--- src/rtl/booth_seq_mul_if.sv ---
// Operand/result handshake bundle for the sequential Booth multiplier.
// The operand source and the result sink both sit on the master side.
interface booth_seq_mul_if #(
   parameter int WIDTH = 11
);
   logic               in_valid;
   logic               in_ready;
   logic [WIDTH-1:0]   a;
   logic [WIDTH-1:0]   b;
   logic               out_valid;
   logic               out_ready;
   logic [2*WIDTH-1:0] product;

   modport master (
      output in_valid, a, b, out_ready,
      input  in_ready, out_valid, product
   );

   modport slave (
      input  in_valid, a, b, out_ready,
      output in_ready, out_valid, product
   );
endinterface

--- src/rtl/booth_seq_mul.sv ---
// Iterative radix-4 Booth multiplier: one digit per clock into a 2*WIDTH
// accumulator, with valid/ready on operands and product.
module booth_seq_mul #(
   parameter int WIDTH = 11
) (
   input  logic                                clk,
   input  logic                                rst,
   booth_seq_mul_if.slave                      bus,
   output logic                                busy,
   output logic [$clog2((WIDTH+2)/2+1)-1:0]    digit_idx
);
   localparam int NDIG = (WIDTH + 2) / 2;
   localparam int IW   = $clog2(NDIG + 1);
   localparam int PW   = 2 * WIDTH;
   localparam int BW   = 2 * NDIG + 1;
   localparam int PAD  = 2 * NDIG - WIDTH;

   localparam logic [1:0] S_IDLE = 2'd0;
   localparam logic [1:0] S_RUN  = 2'd1;
   localparam logic [1:0] S_DONE = 2'd2;

   localparam logic [PW-1:0] ONE = PW'(1);

   logic [1:0]       state_q, state_d;
   logic [WIDTH-1:0] a_q, a_d;
   logic [BW-1:0]    b_q, b_d;
   logic [PW-1:0]    acc_q, acc_d;
   logic [PW-1:0]    prod_q, prod_d;
   logic [IW-1:0]    idx_q, idx_d;

   logic [2:0]       trip;
   logic [PW-1:0]    a_ext, pp, pp_sh, acc_sum;
   logic             last;

   // b_q holds {zero pad, b, b[-1]=0} so digit i's triplet starts at bit 2i.
   assign trip    = b_q[{idx_q, 1'b0} +: 3];
   assign a_ext   = {{WIDTH{1'b0}}, a_q};
   assign pp_sh   = pp << {idx_q, 1'b0};
   assign acc_sum = acc_q + pp_sh;
   assign last    = (idx_q == IW'(NDIG - 1));

   always_comb begin
      pp = '0;
      case (trip)
         3'b001, 3'b010: pp = a_ext;
         3'b011:         pp = a_ext << 1;
         3'b100:         pp = ~(a_ext << 1) + ONE;
         3'b101, 3'b110: pp = ~a_ext + ONE;
         default:        pp = '0;
      endcase
   end

   always_comb begin
      state_d = state_q;
      a_d     = a_q;
      b_d     = b_q;
      acc_d   = acc_q;
      prod_d  = prod_q;
      idx_d   = idx_q;
      case (state_q)
         S_IDLE: begin
            if (bus.in_valid) begin
               a_d     = bus.a;
               b_d     = {{PAD{1'b0}}, bus.b, 1'b0};
               acc_d   = '0;
               idx_d   = '0;
               state_d = S_RUN;
            end
         end
         S_RUN: begin
            acc_d = acc_sum;
            idx_d = idx_q + IW'(1);
            if (last) begin
               prod_d  = acc_sum;
               idx_d   = '0;
               state_d = S_DONE;
            end
         end
         S_DONE: begin
            if (bus.out_ready) state_d = S_IDLE;
         end
         default: state_d = S_IDLE;
      endcase
   end

   always_ff @(posedge clk) begin
      if (rst) begin
         state_q <= S_IDLE;
         a_q     <= '0;
         b_q     <= '0;
         acc_q   <= '0;
         prod_q  <= '0;
         idx_q   <= '0;
      end else begin
         state_q <= state_d;
         a_q     <= a_d;
         b_q     <= b_d;
         acc_q   <= acc_d;
         prod_q  <= prod_d;
         idx_q   <= idx_d;
      end
   end

   assign bus.in_ready  = (state_q == S_IDLE);
   assign bus.out_valid = (state_q == S_DONE);
   assign bus.product   = prod_q;
   assign busy          = (state_q != S_IDLE);
   assign digit_idx     = idx_q;
endmodule

--- src/flat_wrapper.sv ---
// flat-port wrapper written by rule: the top's interface ports become plain ports
module booth_seq_mul_flat 
#(
   parameter int WIDTH = 11
)
  (clk, rst, busy, digit_idx, bus_in_valid, bus_a, bus_b, bus_out_ready, bus_in_ready, bus_out_valid, bus_product);
  booth_seq_mul_if #(.WIDTH(WIDTH)) bus_i ();
  input  logic clk;
  input  logic rst;
  output logic busy;
  output logic [$clog2((WIDTH+2)/2+1)-1:0] digit_idx;
  input wire logic [$bits(bus_i.in_valid)-1:0] bus_in_valid;
  input wire logic [$bits(bus_i.a)-1:0] bus_a;
  input wire logic [$bits(bus_i.b)-1:0] bus_b;
  input wire logic [$bits(bus_i.out_ready)-1:0] bus_out_ready;
  output wire logic [$bits(bus_i.in_ready)-1:0] bus_in_ready;
  output wire logic [$bits(bus_i.out_valid)-1:0] bus_out_valid;
  output wire logic [$bits(bus_i.product)-1:0] bus_product;
  assign bus_i.in_valid = bus_in_valid;
  assign bus_i.a = bus_a;
  assign bus_i.b = bus_b;
  assign bus_i.out_ready = bus_out_ready;
  assign bus_in_ready = bus_i.in_ready;
  assign bus_out_valid = bus_i.out_valid;
  assign bus_product = bus_i.product;
  booth_seq_mul #(.WIDTH(WIDTH)) u_core (.clk(clk), .rst(rst), .bus(bus_i), .busy(busy), .digit_idx(digit_idx));
endmodule
--- config.mk ---
export PLATFORM = sky130hd
export DESIGN_NAME = booth_seq_mul_flat
export DESIGN_NICKNAME = d
export VERILOG_FILES = /design/src/rtl/booth_seq_mul_if.sv /design/src/rtl/booth_seq_mul.sv /design/src/flat_wrapper.sv
export SDC_FILE = /design/constraint.sdc
export NUM_CORES = 1
export LEC_CHECK = 0
export CAP_MARGIN = 20
export CELL_PAD_IN_SITES_DETAIL_PLACEMENT = 1
export CELL_PAD_IN_SITES_GLOBAL_PLACEMENT = 2
export CORE_ASPECT_RATIO = 2
export CORE_UTILIZATION = 36
export CTS_BUF_LIST = sky130_fd_sc_hd__clkbuf_16
export DETAILED_ROUTE_END_ITERATION = 8
export GPL_ROUTABILITY_DRIVEN = 1
export HOLD_SLACK_MARGIN = 0.08
export PLACE_DENSITY_LB_ADDON = 0.08
export SLEW_MARGIN = 10
export SYNTH_ARGS = -nofsm -noshare
export SYNTH_HDL_FRONTEND = slang
export SYNTH_SLANG_ARGS = --single-unit
export TNS_END_PERCENT = 10
--- constraint.sdc ---
create_clock -name clk -period 9 [get_ports clk]
set_input_delay 1.35 -clock clk [delete_from_list [all_inputs] [get_ports clk]]
set_output_delay 1.35 -clock clk [all_outputs]
set_load 0.02 [all_outputs]
# After elaboration in Yosys (flattened, before gate mapping)
# Cells that the tools add are included.
[totals] in_bits=26 ff_bits=71 word_cells=45
[op_classes] eq_ne=12 bitwise=2 n_reduce_logical=9 addsub=4 shift=2 mux=10
[op_table] cell="$pmux W22 S4" count=1
[op_table] cell="$add A22 B1 Y22 const B" count=2
[op_table] cell="$pmux W22 S2" count=1
[op_table] cell="$add A22 B22 Y22" count=1
[op_table] cell="$mux W22" count=1
[op_table] cell="$not A11 Y22" count=1
[op_table] cell="$not A12 Y22" count=1
[op_table] cell="$shl A22 B4 Y22" count=1
[op_table] cell="$shiftx A13 B5 Y3" count=1
[op_table] cell="$eq A3 B3 Y1 const B" count=4
[op_table] cell="$eq A3 B2 Y1 const B" count=2
[op_table] cell="$mux W2" count=3
[op_table] cell="$mux W3" count=2
[op_table] cell="$pmux W2 S3" count=1
[op_table] cell="$pmux W3 S2" count=1
[op_table] cell="$reduce_and A2 Y1" count=3
[op_table] cell="$ne A2 B2 Y1 const B" count=2
[op_table] cell="$reduce_bool A2 Y1" count=2
[op_table] cell="$reduce_or A2 Y1" count=2
[op_table] cell="$add A3 B1 Y3 const B" count=1
[op_table] cell="$eq A3 B1 Y1 const B" count=1
[op_table] cell="$reduce_and A3 Y1" count=1
[op_table] cell="$eq A2 B1 Y1 const B" count=1
[op_table] cell="$eq A2 B2 Y1 const B" count=1
[op_table] cell="other kinds (2)" count=2

# Depth between registers and ports, before layout
# Gate-level depths: netlist (run 1).
[logic_depth] depth_word=7 depth_mapped=21 depth_no_buf=21

# Least setup slack after synthesis (run 1)
# No wires, ideal clock.
[synth_path] path_type="register to register" from="register u_core.idx_q[0], in the netlist u_core.digit_idx[0]" to="register u_core.acc_q[21]" synth_period_minus_slack_ns=4.639 path_stages_with_launch=21 t_arrival_ns=4.565 path_slack_ns=4.361 t_required_ns=8.926 setup_time_ns=0.074 cell_sequence="dfxtp_1 mux4_2 a22oi_2 buf_2 nor2_1 xnor2_1 o32ai_1 a221oi_2 a211o_1 o21ai_1 o21a_1 ha_1 a21oi_1 o21ai_0 a21oi_1 o21ai_1 a31o_2 a31oi_1 xnor2_1 or3_1 a31oi_1"
[synth_via] elab_chain_len=7
[synth_rtl] element="from (decl)" line_no="booth_seq_mul.sv:29" text="logic [IW-1:0] idx_q, idx_d;"
[synth_rtl] element="from (signal assigned)" line_no="booth_seq_mul.sv:100" text="idx_q <= idx_d;"
[synth_rtl] element="$shiftx A13 B5 Y3" line_no="booth_seq_mul.sv:36" text="assign trip = b_q[{idx_q, 1'b0} +: 3];"
[synth_rtl] element="$eq A3 B3 Y1 (tied with other cells)" line_no="booth_seq_mul.sv:44" text="case (trip)"
[synth_rtl] element="$reduce_or A2 Y1" line_no="booth_seq_mul.sv:44"
[synth_rtl] element="$pmux W22 S4" line_no="booth_seq_mul.sv:44"
[synth_rtl] element="$shl A22 B4 Y22 (*)" line_no="booth_seq_mul.sv:38" text="assign pp_sh = pp << {idx_q, 1'b0};"
[synth_rtl] element="$add A22 B22 Y22 (*)" line_no="booth_seq_mul.sv:39" text="assign acc_sum = acc_q + pp_sh;"
[synth_rtl] element="$pmux W22 S2 (*)" line_no="booth_seq_mul.sv:60" text="case (state_q)"
[synth_rtl] element="to (signal assigned)" line_no="booth_seq_mul.sv:91" text="acc_q <= '0;"
[synth_rtl] element="to (signal assigned)" line_no="booth_seq_mul.sv:98" text="acc_q <= acc_d;"
[synth_rtl] element="to (decl)" line_no="booth_seq_mul.sv:27" text="logic [PW-1:0] acc_q, acc_d;"
# Mark *: on every way between the ends. The rest lies on a longest branch, timed or not.
# A chain may end at the register's enable or synchronous reset.

# Worst setup path in the final report (run 1)
[layout_path] from="register u_core.idx_q[0], in the netlist u_core.digit_idx[0]" to="register u_core.prod_q[20], in the netlist u_core.bus.product[20]"
[layout_via] elab_chain_len=6
[layout_rtl] element="$shiftx A13 B5 Y3" line_no="booth_seq_mul.sv:36"
[layout_rtl] element="$eq A3 B3 Y1 (tied with other cells)" line_no="booth_seq_mul.sv:44"
[layout_rtl] element="$reduce_or A2 Y1" line_no="booth_seq_mul.sv:44"
[layout_rtl] element="$pmux W22 S4" line_no="booth_seq_mul.sv:44"
[layout_rtl] element="$shl A22 B4 Y22" line_no="booth_seq_mul.sv:38"
[layout_rtl] element="$add A22 B22 Y22" line_no="booth_seq_mul.sv:39"
[layout_rtl] element="to (signal assigned)" line_no="booth_seq_mul.sv:99" text="prod_q <= prod_d;"
[layout_rtl] element="to (decl)" line_no="booth_seq_mul.sv:28" text="logic [PW-1:0] prod_q, prod_d;"
# Parallel ways exist; a longest one is shown, timed or not.

==> flow_metrics.env, run 1 <==
export IMPL_fp_dieW_um=85.3
export IMPL_layout_commonest_cell="nand2_1"
export IMPL_firstDrtPassIters=4
export IMPL_fin_cells=860
export IMPL_cts_tree="built"
export IMPL_grt_start_max_net_pins=79
export IMPL_core_sq_mm=0.0135
export IMPL_path_class="flop to flop"
export IMPL_startpoint_type="flop"
export IMPL_grt_first_pass_wirelength_um=28000
export IMPL_synth_seq_cells=71
export IMPL_clk_pin_slew_ps=70
export IMPL_overflow=0
export IMPL_clock_sinks=71
export IMPL_async_flop_share_pct=0
export IMPL_root_buffer="clkbuf_16"
export IMPL_drc=0
export IMPL_start_util_pct=37.0
export IMPL_grt_use_total_pct=25.3
export IMPL_ant_nets=0
export IMPL_die_area_sq_mm=0.0144
export IMPL_cts_hold_buf=0
export IMPL_worst_clock_skew_ps=8.56
export IMPL_dp_cells=844
export IMPL_fill_cells=1686
export IMPL_ys_flop_type="dfxtp_1"
export IMPL_p_per_area_mw_per_mm2=152
export IMPL_p_leak_nw=2.23
export IMPL_synth_avg_cell_area_sq_um=7.46
export IMPL_grt_pass1_vias=5291
export IMPL_cts_htree_levels=3
export IMPL_seq_area_frac_synth_pct=28.4
export IMPL_drv_cap=0
export IMPL_gp_congestion=0.920
export IMPL_synth_top_area_share_pct=28.4
export IMPL_fin_crit_ps=6430
export IMPL_hold_path_class="flop to flop"
export IMPL_setup_tns_ps=0
export IMPL_rows=60
export IMPL_io_pins=54
export IMPL_cts_setup_buffers=0
export IMPL_dp_hpwl_um=13700
export IMPL_ir_drop_v=0.0000800
export IMPL_slew_headroom_pct=35.6
export IMPL_clock_latency_ps=340
export IMPL_endpoint_kind="flop"
export IMPL_crit_fanout=23
export IMPL_power_mw=0.895
export IMPL_rsz0062_at_grt="false"
export IMPL_fp_dieH_um=169
export IMPL_num_vias=5128
export IMPL_synth_cell_types=75
export IMPL_synth_warnings=0
export IMPL_yosysTopAreaCell="dfxtp_1"
export IMPL_syn_inst=670
export IMPL_layout_nets=749
export IMPL_syn_area_sq_mm=0.00500
export IMPL_hold_viol=0
export IMPL_cts_resized=0
export IMPL_arrival_ps=6650
export IMPL_required_ps=9220
export IMPL_via_per_inst=5.96
export IMPL_port_buffers=53
export IMPL_setup_viol=0
export IMPL_tightest_slew_ps=962
export IMPL_drt_iter0_drc=126
export IMPL_final_cell_mix="115 x nand2_1, 89 x a21oi_1, 71 x dfxtp_1"
export IMPL_clk_path_buf_depth=2
export IMPL_synth_fp_nets=719
export IMPL_num_antenna_cells=0
export IMPL_drive_above_1_share_pct=7.66
export IMPL_area_growth_pct=17.7
export IMPL_max_freq_mhz=156
export IMPL_synth_area_leaders="dfxtp_1 28%, a21oi_1 8.9%, nand2_1 8.6%"
export IMPL_drv_slew=0
export IMPL_avgRoutedWirePerCell_um=20.8
export IMPL_finalCritPeriodShare_pct=71.4
export IMPL_synth_edff_count=0
export IMPL_status="complete, no violations"
export IMPL_cts_buffers=9
export IMPL_wirelength_um=17900
export IMPL_antenna_found_initial=0
## cell usage after synthesis (all sizes together), types with 5 or more instances
library cell  count
a211oi           12
a21o             10
a21oi            89
a22oi             5
a31oi             7
and2              5
buf              12
clkbuf           29
dfxtp            71
ha               22
inv              16
mux2              5
mux2i             9
nand2           116
nand2b            6
nand3            30
nor2             51
nor2b             8
nor3             24
nor4              5
o21a              7
o21ai            35
or3               7
or4               6
xnor2            12
xor2              7
## per-stage QoR
stage | hold WS (ps) | utilization [%] | area (sq um) | setup WS (ps)
floorplan | 433 | - | 5000 | 4360
global placement | 445 | 41.4 | 5590 | 2760
detailed placement | 450 | 41.4 | 5590 | 2680
CTS | 461 | 43.5 | 5880 | 2650
global route | 485 | 43.5 | 5880 | 2040
finish | 456 | 43.5 | 5880 | 2570
## worst max-delay path, cell delays in order, from the launching register on
cell      delay [ps]
dfxtp_1          930
mux4_2           650
a22oi_2          600
nor2_1           140
xnor2_1          330
o32ai_1          150
a221oi_1         480
a21oi_1          250
a22oi_1          220
o21ai_1           90
ha_1             360
a21oi_1          200
o21ai_0          180
nand2b_1         180
o221a_2          260
o211ai_1         210
a21oi_1          130
o41ai_1          650
or4_1            220
nand3_1           80
## final cells by class
| cell class | count | area (sq um) | area share [%] |
|---|---|---|---|
| clock inverter | 7 | 63.8 | 1.09 |
| multi-input combinational | 541 | 3330 | 56.7 |
| tap | 155 | 194 | 3.30 |
| sequential | 71 | 1420 | 24.2 |
| inverter | 17 | 63.8 | 1.09 |
| timing repair buffer | 60 | 578 | 9.83 |
| clock buffer | 9 | 225 | 3.83 |
## cells by family (layout without fill, tap and decap cells)
logic type	after synthesis	after routing	share of synthesized area (%)
simple gates	275	275	26.2
compound gates	206	206	26.3
flops	71	71	28.4
buf+inv	58	93	5.01
fa+ha+maj	23	23	5.91
xor+xnor	20	20	3.78
mux	17	17	4.36
## final timing paths
check	from	end	slack (ps)	cells past startpoint
max	u_core.digit_idx[0]$_SDFFE_PP0P_	u_core.bus.product[20]$_SDFFE_PP0P_	2570	19
min reg2reg	u_core.bus.product[9]$_SDFFE_PP0P_	u_core.bus.product[9]$_SDFFE_PP0P_	460	2
max reg2reg	u_core.digit_idx[0]$_SDFFE_PP0P_	u_core.bus.product[20]$_SDFFE_PP0P_	2570	19
min	u_core.bus.product[9]$_SDFFE_PP0P_	u_core.bus.product[9]$_SDFFE_PP0P_	460	2
## flip-flops by register name, summed over array words and instances (netlist names)
| signal | flops |
|---|---|
| u_core.acc_q | 22 |
| u_core.bus.product | 22 |
| u_core.a_q | 11 |
| u_core.b_q | 11 |
| u_core.digit_idx | 3 |
| u_core.state_q | 2 |
## routing by layer
| metal | track usage [%] | share of wire [%] | vias to the layer above |
|---|---|---|---|
| li1 | - | - | 2479 |
| met1 | 23.3 | 35 | 2534 |
| met2 | 52.5 | 59 | 76 |
| met3 | 2.88 | 1.6 | 39 |
| met4 | 12.3 | 4.4 | 0 |
| met5 | 0 | 0 | - |
## power breakdown
part	internal [mW]	switching, mW	total, mW
sequential	0.325	0.0148	0.340
combinational	0.0751	0.124	0.199
clock	0.193	0.163	0.357
(Power assumes the default switching activity.)
==> run 2, diff against run 1 <==
- CORE_UTILIZATION: 36 -> 30
- clock period: 9 -> 5.3 ns (I/O delays scaled with it)
==> run 2 against run 1 <==
Non-clock buffer count is 30 higher. Clock power increased by 77%. Count of clock-buffer cells in the layout unchanged. Critical endpoint is now u_core.acc_q[21]$_SDFFE_PP0P_.
==> flow_metrics.env, run 2 (synthesized netlist as in run 1, its figures left out) <==
export IMPL_status="complete, no violations"
export IMPL_clk_path_buf_depth=2
export IMPL_p_sw_share_pct=32.8
export IMPL_multiInputGateArea_sq_mm=0.00338
export IMPL_cp_num_cells=20
export IMPL_max_freq_mhz=195
export IMPL_cts_tree="built"
export IMPL_rsz0062_at_grt="true"
export IMPL_dp_hpwl_um=14800
export IMPL_ir_drop_v=0.000147
export IMPL_fin_crit_ps=5120
export IMPL_startpoint_type="flop"
export IMPL_gp_congestion=0.895
export IMPL_clock_sinks=71
export IMPL_grt_use_total_pct=23.0
export IMPL_p_per_area_mw_per_mm2=253
export IMPL_cts_buffers=9
export IMPL_dp_worst_setup_slack_ps=-102
export IMPL_grt_pass1_vias=5406
export IMPL_hold_path_class="flop to flop"
export IMPL_crit_slowest_cell="mux4_2"
export IMPL_ant_nets=0
export IMPL_area_growth_pct=24.6
export IMPL_wirelength_um=19100
export IMPL_cts_hold_buf=0
export IMPL_hold_viol=0
export IMPL_die_area_sq_mm=0.0172
export IMPL_layout_commonest_cell="nand2_1"
export IMPL_path_class="flop to flop"
export IMPL_fill_cells=2004
export IMPL_path_buf_inv=1
export IMPL_cell_internal_pwr_mw=1.06
export IMPL_max_stage_delay_ps=560
export IMPL_drc=0
export IMPL_port_buffers=53
export IMPL_num_vias=5228
export IMPL_switchingPower_mw=0.517
export IMPL_grt_first_pass_wirelength_um=29600
export IMPL_required_ps=5570
export IMPL_final_cell_mix="114 x nand2_1, 89 x a21oi_1, 69 x dfxtp_1"
export IMPL_via_per_inst=5.57
export IMPL_seqPwrFrac_pct=36.1
export IMPL_start_util_pct=30.7
export IMPL_hold_slack_ps=457
export IMPL_num_antenna_cells=0
export IMPL_crit_chain="mux4_2 > a22oi_2 > buf_4 > nor2_1 > xnor2_1 > o32ai_1 > a221o_2 > mux2_2 > mux2i_2 > o22ai_1 > ha_1 > a21o_1 > a21o_1 > a21oi_1 > o21ai_1 > a31o_2 > a31oi_1 > xnor2_1 > or3_1 > a31oi_1"
export IMPL_setup_viol=0
export IMPL_crit_fanout=8
export IMPL_critPathTopFamily="compound AO/OA/AOI/OAI gates"
export IMPL_endpoint_kind="flop"
export IMPL_p_leak_nw=2.38
export IMPL_firstDrtPassIters=4
export IMPL_fp_dieH_um=185
export IMPL_clkPwrFrac_pct=40.1
export IMPL_drv_slew=0
export IMPL_fp_dieW_um=93.3
export IMPL_cts_htree_levels=3
export IMPL_rows=66
export IMPL_hold_path_depth=2
export IMPL_core_sq_mm=0.0163
export IMPL_finalCritPeriodShare_pct=96.6
export IMPL_timing_final_ws_setup_ps=178
export IMPL_avgRoutedWirePerCell_um=20.4
export IMPL_reg2regPathDepth=20
export IMPL_layout_nets=779
export IMPL_arrival_ps=5390
export IMPL_worst_clock_skew_ps=6.96
export IMPL_root_buffer="clkbuf_16"
export IMPL_fin_util_pct=38.3
export IMPL_comb_power_share_pct=23.8
export IMPL_drv_cap=0
export IMPL_clock_latency_ps=350
export IMPL_clk_pin_slew_ps=60
export IMPL_overflow=0
export IMPL_seq_area_sq_mm=0.00142
export IMPL_io_pins=54
export IMPL_antenna_found_initial=0
export IMPL_tightest_slew_ps=1060
export IMPL_grt_start_max_net_pins=42
export IMPL_slew_headroom_pct=28.8
export IMPL_drt_iter0_drc=178
export IMPL_drive_above_1_share_pct=13.4
run 2: cell count changes in the layout (fill, tap and decap cells not counted), sizes merged:
cell	delta
buf	+30
inv	-4
clkinvlp	+2
bufinv	+1
run 2: worst register-to-register path: cells and delay by family, from the launching register on:
family	cells	cell delay, ps
fa+ha+maj	1	260
compound gates	11	2260
xor+xnor	2	340
buf+inv	1	230
simple gates	2	380
mux	3	1180
flops	1	390
run 2: stage by stage:
stage | TNS (ps) | power [mW] | area (sq um) | cells
after floorplan | 0 | 0.818 | 5000 | 670
after global placement | 0 | 0.949 | 5830 | 917
after detailed placement | -262 | 0.952 | 5830 | 917
after CTS | 0 | 1.60 | 6140 | 933
after global routing | -4.32 | 1.65 | 6230 | 938
final | 0 | 1.58 | 6230 | 938
run 2: final timing paths:
check	from	end	slack [ps]
max reg2reg	u_core.digit_idx[0]$_SDFFE_PP0P_	u_core.acc_q[21]$_SDFFE_PP0P_	180
max	u_core.digit_idx[0]$_SDFFE_PP0P_	u_core.acc_q[21]$_SDFFE_PP0P_	180
min	u_core.bus.product[14]$_SDFFE_PP0P_	u_core.bus.product[14]$_SDFFE_PP0P_	460
min reg2reg	u_core.bus.product[14]$_SDFFE_PP0P_	u_core.bus.product[14]$_SDFFE_PP0P_	460
run 2: power groups by stage:
stage,Combinational (mW),Clock (mW),Sequential [mW]
6_report,0.375,0.633,0.570
5_1_grt,0.407,0.670,0.573
4_1_cts,0.374,0.653,0.570
3_5_place_dp,0.370,0,0.582
3_3_place_gp,0.368,0,0.582
2_1_floorplan,0.241,0,0.576
run 2: cell type report:
cell class	count	share of cell area, %
inverter	17	1.08
clock buffer	9	3.62
multi-input combinational	541	54.3
clock inverter	6	1.13
tap	204	4.10
sequential	71	22.9
timing repair buffer	90	12.9
run 2: routing by layer:
layer / vias up / part of all wire, % / GRT usage (%)
met5: - / 0 / 0
met4: 0 / 4.3 / 11.9
met3: 39 / 1.6 / 2.64
met2: 76 / 59 / 46.9
met1: 2576 / 35 / 21.5
li1: 2537 / - / -
run 2: what timing repair did:
| action | 4_1_cts | 5_1_grt |
|---|---|---|
| pin swaps | 1 | 2 |
| setup buffers | 1 | 5 |
| resized for setup | 1 | 16 |
| setup endpoints to repair | 6 | 18 |
| hold endpoints to repair | 0 | 0 |
